### src/rtl/hms_display_scanner.sv
// Scans a 24-hour binary time (HH MM SS) onto a multiplexed common-anode
// 6-digit 7-segment display, snapshotting the time once per scan frame.
module hms_display_scanner #(
    parameter int SCAN_DIV = 1000
) (
    input  logic       clk,
    input  logic       reset,
    input  logic [5:0] seconds,
    input  logic [5:0] minutes,
    input  logic [4:0] hours,
    input  logic       blank,
    output logic [6:0] seg,
    output logic       dp,
    output logic [5:0] an,
    output logic       frame_start
);
    localparam int PW = (SCAN_DIV > 2) ? $clog2(SCAN_DIV) : 1;

    logic [PW-1:0] p_reg;
    logic [2:0]    idx_reg;
    logic          primed_reg;
    logic          fresh_reg;
    logic [4:0]    sh_reg;
    logic [5:0]    sm_reg;
    logic [5:0]    ss_reg;
    logic [6:0]    seg_reg;
    logic          dp_reg;
    logic [5:0]    an_reg;
    logic          frame_start_reg;

    logic          tick;
    logic          load;
    logic [6:0]    seg_next;
    logic          dp_next;
    logic [5:0]    an_next;
    logic [3:0]    digit;
    logic          dash;

    logic [2:0][5:0] fld;
    logic [2:0][3:0] tens;
    logic [2:0][3:0] units;
    logic [2:0]      err;

    assign tick = (p_reg == PW'(SCAN_DIV - 1));
    assign load = !primed_reg || (tick && idx_reg == 3'd5);

    assign fld[0] = {1'b0, sh_reg};
    assign fld[1] = sm_reg;
    assign fld[2] = ss_reg;

    // Field 0 is hours (limit 23); fields 1 and 2 are minutes and seconds.
    for (genvar gi = 0; gi < 3; gi++) begin : g_field
        localparam logic [5:0] LIMIT = (gi == 0) ? 6'd23 : 6'd59;
        assign err[gi]   = (fld[gi] > LIMIT);
        assign tens[gi]  = 4'(fld[gi] / 6'd10);
        assign units[gi] = 4'(fld[gi] % 6'd10);
    end

    always_comb begin
        digit = 4'd0;
        dash  = 1'b0;
        case (idx_reg)
            3'd0: begin digit = tens[0];  dash = err[0]; end
            3'd1: begin digit = units[0]; dash = err[0]; end
            3'd2: begin digit = tens[1];  dash = err[1]; end
            3'd3: begin digit = units[1]; dash = err[1]; end
            3'd4: begin digit = tens[2];  dash = err[2]; end
            3'd5: begin digit = units[2]; dash = err[2]; end
            default: ;
        endcase

        case (digit)
            4'd0:    seg_next = 7'h3F;
            4'd1:    seg_next = 7'h06;
            4'd2:    seg_next = 7'h5B;
            4'd3:    seg_next = 7'h4F;
            4'd4:    seg_next = 7'h66;
            4'd5:    seg_next = 7'h6D;
            4'd6:    seg_next = 7'h7D;
            4'd7:    seg_next = 7'h07;
            4'd8:    seg_next = 7'h7F;
            4'd9:    seg_next = 7'h6F;
            default: seg_next = 7'h00;
        endcase
        if (dash)
            seg_next = 7'h40;

        dp_next = (idx_reg == 3'd1 || idx_reg == 3'd3) && !ss_reg[0] && !err[2];
        an_next = blank ? 6'b111111 : ~(6'b000001 << idx_reg);
    end

    // The prescaler idles until the first snapshot so the first digit 0 gets a full slot.
    always_ff @(posedge clk or posedge reset) begin
        if (reset) begin
            p_reg           <= '0;
            idx_reg         <= 3'd0;
            primed_reg      <= 1'b0;
            fresh_reg       <= 1'b0;
            sh_reg          <= '0;
            sm_reg          <= '0;
            ss_reg          <= '0;
            seg_reg         <= 7'h00;
            dp_reg          <= 1'b0;
            an_reg          <= 6'b111111;
            frame_start_reg <= 1'b0;
        end else begin
            if (primed_reg) begin
                p_reg <= tick ? '0 : p_reg + PW'(1);
                if (tick)
                    idx_reg <= (idx_reg == 3'd5) ? 3'd0 : idx_reg + 3'd1;
                seg_reg         <= seg_next;
                dp_reg          <= dp_next;
                an_reg          <= an_next;
                frame_start_reg <= fresh_reg;
            end
            if (load) begin
                sh_reg     <= hours;
                sm_reg     <= minutes;
                ss_reg     <= seconds;
                primed_reg <= 1'b1;
            end
            fresh_reg <= load;
        end
    end

    assign seg         = seg_reg;
    assign dp          = dp_reg;
    assign an          = an_reg;
    assign frame_start = frame_start_reg;
endmodule

### config.mk
export PLATFORM = sky130hd
export DESIGN_NAME = hms_display_scanner
export DESIGN_NICKNAME = d
export VERILOG_FILES = /design/src/rtl/hms_display_scanner.sv
export SDC_FILE = /design/constraint.sdc
export NUM_CORES = 1
export LEC_CHECK = 0
export ABC_AREA = 1
export ABC_CLOCK_PERIOD_IN_PS = 4850
export CAP_MARGIN = 10
export CORE_MARGIN = 1.5
export CORE_UTILIZATION = 35
export CTS_CLUSTER_DIAMETER = 60
export DETAILED_ROUTE_END_ITERATION = 12
export PLACE_DENSITY = 0.64
export REMOVE_ABC_BUFFERS = 1
export SLEW_MARGIN = 5
export SYNTH_ARGS = -nofsm -noshare
export SYNTH_HDL_FRONTEND = slang
export SYNTH_SLANG_ARGS = --single-unit
### constraint.sdc
create_clock -name clk -period 4.85 [get_ports clk]
set_clock_uncertainty 0.2 [all_clocks]
set_input_delay 0.7275 -clock clk [delete_from_list [all_inputs] [get_ports clk]]
set_output_delay 0.7275 -clock clk [all_outputs]
set_load 0.01 [all_outputs]
==> impl_metrics.csv <==
group,metric,value,unit
outcome,outcome,"finished clean",
synthesis,synth.yosys.warnings,0,
floorplanning,design.portCount,35,
route,num_vias,2625,
floorplanning,design.die.area,0.00908,mm²
critical_path,timing.critical_path.slowest_stage_cell,"sky130_fd_sc_hd__dfrtp_1",
floorplanning,floorplan.die.height,95.3,µm
grt,grt_overflow,0,
critical_path,worst_setup_path_end_kind,"flip-flop",
synthesis,yosys.area_share.xor_xnor,1.76,%
timing,fin_crit_sh,80.8,%
pwr,ir_drop,0.000134,V
route,drt.antenna.violating_nets,0,
synthesis,post_synth.cell_area_avg,7.42,µm²
synthesis,synth_simple_gate_area_share,32.9,%
clock_tree,tritoncts,"done",
finish,largest_register_ffs,10,
timing,tightestPinTransition,987,ps
clock_tree,path_clk_slew,90,ps
grt,first_pass_grt_wire_length,12200,µm
critical_path,worst-endpoint-arrival,3920,ps
floorplanning,die_w,95.3,µm
grt,grt_antenna_before_repair,0,
critical_path,max_stage_delay,650,ps
synthesis,yosys.cell_types.count,39,
floorplanning,initial_utilization,36.3,%
pwr,power.leakage,0.00168,µW
critical_path,criticalPathCategory,"flip-flop to flip-flop",
synthesis,mux_contribution_to_synthesized_area,0.755,%
floorplanning,floorplan.core_area,0.00822,mm²
clock_tree,postCtsHoldBufs,0,
place,gp_congestion,0.930,
timing,hold_viol_final,0,
route,route.detailed.wl_per_inst,12.8,µm
finish,num-nets-final,467,
synthesis,yosys_top_cell_area_share,34.4,%
floorplanning,floorplan.rows,33,
grt,globalRouteTotalUtil,17.3,%
synthesis,synth_top_family_by_area,"simple AND/OR/NAND/NOR gates",
clock_tree,cts-resized-gates,0,
clock_tree,clock_sink_count,47,
clock_tree,cts_max_level,2,
grt,via_count_of_the_first_global_routing_pass,2571,
clock_tree,tritoncts.num_buffers,5,
synthesis,post_synth_main_area_contributors,"sky130_fd_sc_hd__dfrtp_1, sky130_fd_sc_hd__nand2_1, sky130_fd_sc_hd__inv_1",
critical_path,cp_data_required_time,4860,ps
pwr,power-per-cell-area,292,mW/mm²
clock_tree,clk_root_buffer_cell,"sky130_fd_sc_hd__clkbuf_8",
finish,mostFrequentLayoutCells,"sky130_fd_sc_hd__nand2_1, sky130_fd_sc_hd__inv_1, sky130_fd_sc_hd__dfrtp_1",
clock_tree,cts-root-to-sink-buffers,2,
synthesis,synthesis.area,0.00298,mm²
clock_tree,postCtsSetupBuffers,0,
route,drt-pass1-iter-count,4,
critical_path,startpoint_type,"flip-flop",
timing,time_the_final_worst_path_needs_with_i_o_delays_and_setup,3920,ps
timing,final_max_slew_viol_count,0,
route,drc_errors,0,
place,hpwl,5400,µm
critical_path,crit_top_cell,"sky130_fd_sc_hd__nand2_1",
timing,max_freq,0.255,GHz
finish,final_layout_size_suffix_gt1_share,11.9,%
clock_tree,insertion_delay_of_the_later_clocked_pin_in_the_worst_skew_pair,310,ps
finish,antenna_cells_inserted,0,
grt,grt_start_max_net_pins,48,
synthesis,post_synth_adder_cell_area,4.62,%
synthesis,synth_seq_area_share,39.7,%
timing,setup_repair_after_global_routing_missed_its_margin,"false",
synthesis,netlist_instances,402,
job,drv_cap,0,
finish,final_core_util,42.9,%
route,routed_wl,6930,µm
critical_path,critical_path.max_fanout,9,
timing,setup_viol_count_final,0,
finish,multi_input_comb_area,0.00154,mm²
route,detail_route.vias_per_cell,4.84,
synthesis,synth_compound_gate_area_share,11.4,%
place,input_output_buffers,34,
route,drtIter0Drc,67,
min_path,timing.hold.worst.class,"flip-flop to flip-flop",
timing,worst_slew_margin_rel,34.1,%
finish,mostFrequentLayoutCell,"sky130_fd_sc_hd__nand2_1",
timing,tns,0,ps
finish,area.sequential,0.00118,mm²
synthesis,ys_seq_elements,47,
synthesis,synth_top_area_cell,"sky130_fd_sc_hd__dfrtp_1",
finish,flow.area_growth_from_synthesis,18.3,%
finish,nFillCells,854,
-- per-layer routing --
metal | vias up | global-route usage (%) | share of wire [%]
met4 | 0 | 4.85 | 1.5
met5 | - | 0 | 0
li1 | 1359 | - | -
met1 | 1200 | 23.5 | 49
met3 | 11 | 3.27 | 4.0
met2 | 55 | 27.9 | 45
-- metrics by stage --
| step | worst slack [ps] | std cells | total power, µW | hold WS [ps] | area [µm²] |
|---|---|---|---|---|---|
| after floorplan | 1550 | 394 | 662 | 225 | 2940 |
| after global placement | 1020 | 534 | 741 | 231 | 3420 |
| after detailed placement | 1030 | 534 | 750 | 239 | 3420 |
| after CTS | 991 | 542 | 1040 | 265 | 3530 |
| after global routing | 481 | 542 | 1100 | 309 | 3530 |
| final | 933 | 542 | 1030 | 268 | 3530 |
-- cell usage after synthesis (all sizes together) --
cell / instances
a21o: 1
a21oi: 17
a22oi: 1
a31oi: 2
and3: 1
buf: 2
clkbuf: 6
conb: 1
dfrtp: 41
dfstp: 6
ha: 11
inv: 57
mux2: 2
nand2: 116
nand3: 34
nand4: 5
nor2: 46
nor3: 4
nor4: 2
o211ai: 1
o21ai: 30
o21bai: 1
o221ai: 1
o22ai: 5
o31ai: 1
or2: 2
xnor2: 2
xor2: 4
-- path summary, 6_finish.rpt --
path,end,start,slack (ps),cells after the start
max,seg[3],idx_reg[2],930,28
min,frame_start,fresh_reg,270,2
max reg2reg,seg[3],idx_reg[2],930,28
min reg2reg,frame_start,fresh_reg,270,2
max in group asynchronous,seg[2],reset,3070,2
min in group asynchronous,p_reg[6],reset,770,2
-- cell families (layout without fill, tap and decap cells) --
kind of cell / Yosys count / count (layout)
and+or+nand+nor: 210 / 210
xor gates and xnor gates: 6 / 6
buffers and inverters: 65 / 100
muxes: 2 / 2
AOI/OAI and AO/OA: 60 / 60
other: 1 / 1
DFF: 47 / 47
adders and majority gates: 11 / 11
-- final cells by class --
| class | count | area share, % |
|---|---|---|
| Clock inverter | 1 | 0.852 |
| Multi-Input combinational cell | 290 | 43.7 |
| Clock buffer | 7 | 2.16 |
| Inverter | 57 | 6.14 |
| Timing Repair Buffer | 35 | 9.87 |
| Sequential cell | 47 | 33.6 |
| Tap cell | 105 | 3.73 |
-- where the power goes --
part,switching [µW],internal [µW],total [µW]
logic,146,111,257
clock network,135,154,289
registers,40.2,444,484
total,322,709,1030
-- critical path, delay by kind of cell (launching register included) --
kind,cells,cell delay [ps]
flip-flops,1,650
buffers and inverters,4,300
adder cells (fa/ha/maj),2,470
AND/OR/NAND/NOR,17,1620
AO/OA/AOI/OAI,5,580
No activity file was read; power rests on OpenSTA's default activity.
